[config.mk]
export PLATFORM = sky130hd
export DESIGN_NAME = mem_wb_writeback
export DESIGN_NICKNAME = d
export VERILOG_FILES = /design/src/rtl/pd3_defs.sv /design/src/rtl/load_byte_extract.sv /design/src/rtl/mem_wb_writeback.sv
export SDC_FILE = /design/constraint.sdc
export NUM_CORES = 1
export LEC_CHECK = 0
export ABC_AREA = 1
export CAP_MARGIN = 20
export CELL_PAD_IN_SITES_DETAIL_PLACEMENT = 2
export CELL_PAD_IN_SITES_GLOBAL_PLACEMENT = 2
export CORE_UTILIZATION = 24
export DETAILED_ROUTE_END_ITERATION = 10
export PLACE_DENSITY_LB_ADDON = 0.1
export SLEW_MARGIN = 20
export SYNTH_ARGS = -nofsm -noshare
export SYNTH_HDL_FRONTEND = slang
export SYNTH_SLANG_ARGS = --single-unit
[constraint.sdc]
create_clock -name clock -period 1.85 [get_ports clock]
set_clock_uncertainty 0.2 [all_clocks]
set_input_delay 0.2775 -clock clock [delete_from_list [all_inputs] [get_ports clock]]
set_output_delay 0.2775 -clock clock [all_outputs]
set_load 0.02 [all_outputs]
[src/rtl/pd3_defs.sv]
// Shared pd3 pipeline definitions: datapath widths and the register-file write-data select encoding.
package pd3_defs;

  localparam int DATA_W = 32;
  localparam int REG_AW = 5;
  localparam int CNT_W  = 16;

  typedef enum logic [1:0] {
    WDATA_SEL_WORD = 2'b00,
    WDATA_SEL_BYTE = 2'b01,
    WDATA_SEL_UIMM = 2'b10,
    WDATA_SEL_ALU  = 2'b11
  } wdata_sel_e;

  function automatic logic [31:0] upper_imm(input logic [15:0] imm);
    return {imm, 16'h0000};
  endfunction

endpackage

[src/rtl/load_byte_extract.sv]
// Selects one byte of a big-endian memory word and sign- or zero-extends it.
module load_byte_extract
  import pd3_defs::*;
#(
  parameter int DATA_W = pd3_defs::DATA_W
) (
  input  logic [31:0]       i_word,
  input  logic [1:0]        i_off,
  input  logic              i_unsigned,
  output logic [DATA_W-1:0] o_data
);

  logic [7:0] w_byte;

  // Offset 0 addresses the most significant byte.
  always_comb begin
    w_byte = 8'h00;
    case (i_off)
      2'd0:    w_byte = i_word[31:24];
      2'd1:    w_byte = i_word[23:16];
      2'd2:    w_byte = i_word[15:8];
      2'd3:    w_byte = i_word[7:0];
      default: w_byte = 8'h00;
    endcase
    if (i_unsigned) begin
      o_data = {{(DATA_W-8){1'b0}}, w_byte};
    end else begin
      o_data = {{(DATA_W-8){w_byte[7]}}, w_byte};
    end
  end

endmodule

[src/rtl/mem_wb_writeback.sv]
// MEM/WB pipeline register and register-file write path of the pd3 pipeline,
// with WB-to-EX forwarding and a retired-instruction counter.
module mem_wb_writeback
  import pd3_defs::*;
#(
  parameter int DATA_W = pd3_defs::DATA_W,
  parameter int REG_AW = pd3_defs::REG_AW,
  parameter int CNT_W  = pd3_defs::CNT_W
) (
  input  logic              clock,
  input  logic              reset_n,
  input  logic              in_valid,
  input  logic              in_stall,
  input  logic              in_flush,
  input  logic              in_reg_write,
  input  logic [REG_AW-1:0] in_rd,
  input  logic [1:0]        in_wdata_sel,
  input  logic              in_byte_unsigned,
  input  logic [1:0]        in_byte_off,
  input  logic [DATA_W-1:0] in_alu_result,
  input  logic [DATA_W-1:0] in_mem_rdata,
  input  logic [15:0]       in_imm,
  output logic              rf_we,
  output logic [REG_AW-1:0] rf_waddr,
  output logic [DATA_W-1:0] rf_wdata,
  output logic              fwd_valid,
  output logic [REG_AW-1:0] fwd_rd,
  output logic [DATA_W-1:0] fwd_data,
  output logic [CNT_W-1:0]  retire_count
);

  logic              r_valid;
  logic              r_reg_write;
  logic [REG_AW-1:0] r_rd;
  wdata_sel_e        r_sel;
  logic              r_byte_unsigned;
  logic [1:0]        r_byte_off;
  logic [DATA_W-1:0] r_alu;
  logic [DATA_W-1:0] r_mdata;
  logic [15:0]       r_imm;
  logic              r_done;
  logic [CNT_W-1:0]  r_retire_count;

  logic              w_retire;
  logic              w_fwd_valid;
  logic [DATA_W-1:0] w_byte_data;
  logic [DATA_W-1:0] w_wdata;

  // A stalled instruction retires on its first stall edge and is then marked done.
  assign w_retire    = r_valid & ~r_done & (in_stall | ~in_flush);
  assign w_fwd_valid = r_valid & r_reg_write & (r_rd != {REG_AW{1'b0}});

  always_ff @(posedge clock) begin
    if (!reset_n) begin
      r_valid         <= 1'b0;
      r_reg_write     <= 1'b0;
      r_rd            <= {REG_AW{1'b0}};
      r_sel           <= WDATA_SEL_WORD;
      r_byte_unsigned <= 1'b0;
      r_byte_off      <= 2'b00;
      r_alu           <= {DATA_W{1'b0}};
      r_mdata         <= {DATA_W{1'b0}};
      r_imm           <= 16'h0000;
      r_done          <= 1'b0;
      r_retire_count  <= {CNT_W{1'b0}};
    end else begin
      if (w_retire) begin
        r_retire_count <= r_retire_count + {{(CNT_W-1){1'b0}}, 1'b1};
      end
      if (in_flush) begin
        r_valid <= 1'b0;
      end else if (in_stall) begin
        r_done <= r_done | r_valid;
      end else begin
        r_valid         <= in_valid;
        r_reg_write     <= in_reg_write;
        r_rd            <= in_rd;
        r_sel           <= wdata_sel_e'(in_wdata_sel);
        r_byte_unsigned <= in_byte_unsigned;
        r_byte_off      <= in_byte_off;
        r_alu           <= in_alu_result;
        r_mdata         <= in_mem_rdata;
        r_imm           <= in_imm;
        r_done          <= 1'b0;
      end
    end
  end

  load_byte_extract #(.DATA_W(DATA_W)) u_byte (
    .i_word     (r_mdata[31:0]),
    .i_off      (r_byte_off),
    .i_unsigned (r_byte_unsigned),
    .o_data     (w_byte_data)
  );

  // An empty stage drives zero so the write bus never shows stale data.
  always_comb begin
    w_wdata = {DATA_W{1'b0}};
    if (r_valid) begin
      case (r_sel)
        WDATA_SEL_WORD: w_wdata = r_mdata;
        WDATA_SEL_BYTE: w_wdata = w_byte_data;
        WDATA_SEL_UIMM: w_wdata = DATA_W'(upper_imm(r_imm));
        WDATA_SEL_ALU:  w_wdata = r_alu;
        default:        w_wdata = {DATA_W{1'b0}};
      endcase
    end else begin
      w_wdata = {DATA_W{1'b0}};
    end
  end

  assign rf_we        = w_fwd_valid & ~r_done;
  assign rf_waddr     = r_rd;
  assign rf_wdata     = w_wdata;
  assign fwd_valid    = w_fwd_valid;
  assign fwd_rd       = r_rd;
  assign fwd_data     = w_wdata;
  assign retire_count = r_retire_count;

endmodule

==> reports/summary.txt <==
Status -> finished, violations left
Failing checks -> negative setup slack
Synth Flop Type -> dfxtp_1
DRT Pass-1 Iters -> 4
Final hold viol count -> 0
Global route total overflow -> 0
CTS root buf -> clkbuf_16
Fin worst setup slack -> -351 ps
Die area -> 22900 µm²
Initial antenna violation count -> 0
# rows -> 54
Cell Area, Synth -> 5360 µm²
Flops & latches, synth -> 109
Post-layout nets -> 1082
Clock Latency Late Sink -> 360 ps
Max IR drop VDD -> 0.368 mV
Max-slew headroom -> 69.0%
Synth cell count leaders -> nor2_1, o21ai_0, dfxtp_1, nand2_1, buf_4
Routed wire length per instance -> 18.2 µm
FF-to-FF End -> retire_count[2]
RSZ-0062 raised after global routing -> true
Crit path buf inv count -> 4
Minimum clock period -> 2200 ps
Lkg Pwr -> 3.70 nW
Async SR Flop Fraction -> 0%
CP max stage delay -> 380 ps
Antenna Cells -> 0
EDFF count, synth -> 0
Post-route DRC -> 0
Cell Pwr Density -> 648 nW/µm²
Top cell type's share of synthesized area -> 40.7%
Final cell count without fillers -> 1270
Synth Instances -> 771
Vias in the first global route -> 6361
CTS Sinks -> 109
Worst Setup Start Kind -> register
Placeable core area -> 21900 µm²
Syn_nets -> 868
Crit end category -> primary output
Flop2flop setup slack -> 70 ps
Port Buf Inserts -> 187
Max-slew violations -> 0
Yosys cell types -> 31
CP top delay family -> buffers and inverters
Hold path depth -> 3
Seq/Total Area, Yosys -> 40.7%
Count leader, synth -> nor2_1
Crit-path most repeated cell -> buf_4
Max_cap viols -> 0
Crit path required time -> 1370 ps
Avg Inst Size Synth -> 6.96 µm²
Dpl hpwl -> 17.1 mm
WL final -> 23.1 mm
Critical Setup Path Class -> reg2out
DIE HEIGHT -> 151 µm
Critical-path cell list -> buf_4 -> buf_4 -> nand2_2 -> buf_12 -> o21ai_1 -> a21oi_4 -> buf_6
Hold EP -> retire_count[1]
Initial Utilization -> 24.5%
Vias per inst -> 4.69
Cts hold-fix bufs -> 0
Share of cells above drive strength 1 -> 26.9%
Period utilization -> 119%
Core Util, Final -> 40.1%
Worst reg2reg path depth -> 9
Initial detailed-routing violation count -> 176
TritonCTS buffer count -> 9
Area of the multi-input gates -> 2940 µm²
Largest area contributor in the netlist -> dfxtp_1
Hold Crit Start -> reset_n
Crit path DAT -> 1720 ps
Inst Count DP -> 1242
Crit Path Max Fanout -> 13
Filler cell count -> 2493
Clk buf depth -> 2
Pin count of the biggest net entering global routing -> 85
H-tree levels -> 3
Critical register-to-register path startpoint -> r_valid
Tightest Hold Check Type -> in2reg
DRT antenna net count -> 0
Area Growth Syn to Fin -> 63.8%
Die X-Extent -> 151 µm
Critical Path Slowest Stage Cell -> dfxtp_4
Post-placement setup slack -> -580 ps
Top cells by area, synth -> dfxtp_1, o21ai_0, nor2_1
Setup-failing EPs final -> 64
TritonCTS clock tree -> built
Register Area -> 2200 µm²
Routed vias -> 5960
IO Pins -> 188
Worst Max-Slew Pin Slew -> 465 ps
First-pass GRT wire length -> 35.1 mm
Clk pin slew, worst setup/hold paths -> 80 ps
Warnings, synthesis -> 0
Setup TNS -> -20090 ps
Fmax -> 454 MHz
Total track usage -> 20.2%
GP Congestion -> 0.864
==> per-layer routing <==
layer / track usage [%] / part of all wire [%] / vias to the layer above / wire length [µm]
met5: 0 / 0 / - / 0
met4: 5.30 / 1.4 / 0 / 329
met3: 2.81 / 3.4 / 19 / 785
met2: 35.1 / 49 / 115 / 11300
met1: 26.1 / 46 / 2904 / 10700
li1: - / - / 2922 / -
==> metrics by stage <==
stage                     hold WS [ps]  power (mW)  instance area (µm²)
after floorplan                    156        3.11                 5620
after global placement             275        3.69                 8080
after detailed placement           285        3.73                 8080
after CTS                         4.02        5.73                 8550
after global routing              4.64        5.97                 8780
final                             10.4        5.69                 8780
==> flip-flops by register name, summed over array words and instances (netlist names) <==
signal / cells
retire_count: 16
r_done: 1
r_mdata: 32
r_reg_write: 1
r_byte_off: 2
r_sel: 2
fwd_rd: 5
r_valid: 1
r_imm: 16
r_byte_unsigned: 1
r_alu: 32
==> final cells by class <==
type	instances	share of cell area [%]
clock buffers	9	2.56
clock inverters	7	0.670
inverters	44	2.09
multi-input cells	533	33.5
flip-flops and latches	109	25.1
well taps	280	3.99
repair buffers	288	32.2
==> worst max path at each step <==
stage | cells after the start | startpoint | endpoint | slack (ps)
after floorplan | 8 | r_sel[1] | rf_wdata[12] | -90
after global routing | 7 | r_byte_off[1] | rf_wdata[5] | -450
after CTS | 8 | r_byte_off[1] | fwd_data[16] | -400
after detailed placement | 7 | r_byte_off[0] | rf_wdata[4] | -580
final | 7 | r_sel[1] | rf_wdata[25] | -350
after global placement | 7 | r_byte_off[1] | fwd_data[4] | -560
==> cell families (layout without fill, tap and decap cells) <==
kind of cell | after synthesis | in the layout | synth area share (%)
compound gates | 212 | 212 | 22.2
xor+xnor | 2 | 2 | 0.327
fa+ha+maj | 1 | 1 | 0.233
buf+inv | 129 | 348 | 12.3
flops | 109 | 109 | 40.7
simple gates | 318 | 318 | 24.3
==> layout by cell type (no fill, tap or decap), types with 4 or more instances in the layout <==
cell / instances
buf_12: 9
a21oi_4: 17
buf_2: 5
buf_4: 92
o21ai_2: 4
inv_1: 35
dfxtp_1: 103
clkbuf_16: 11
o21ai_0: 117
o211ai_1: 7
o21ai_1: 26
a21oi_1: 20
nand2_1: 70
a31oi_4: 9
nor2_4: 7
nand3_1: 31
buf_6: 57
inv_2: 4
nand2_2: 6
nor2_1: 182
dfxtp_4: 5
clkdlybuf4s50_1: 94
dlygate4sd2_1: 23
nor3_1: 4
a21oi_2: 8
==> timing repair <==
action                                  in CTS  in global routing
pin swaps                                   13                 17
cloned                                       1                  3
resized for setup                          460                 42
endpoints found under the setup margin      93                 76
buffers inserted                             2                  6
==> worst reg2reg max path: stages (launching register included) <==
cell and delay, ps:
dfxtp_4 410, buf_6 110, buf_8 120, buf_6 100, nand2_4 50, nor2_4 150, buf_4 140, buf_4 110
nand2_1 60, a211oi_1 230
==> report_power, final <==
group	internal [mW]	switching, mW	total, mW
clock network	0.936	0.995	1.93
registers	2.48	0.105	2.58
logic	0.558	0.619	1.18
total	3.97	1.72	5.69
Note: power is estimated with default switching activity, not from simulation.
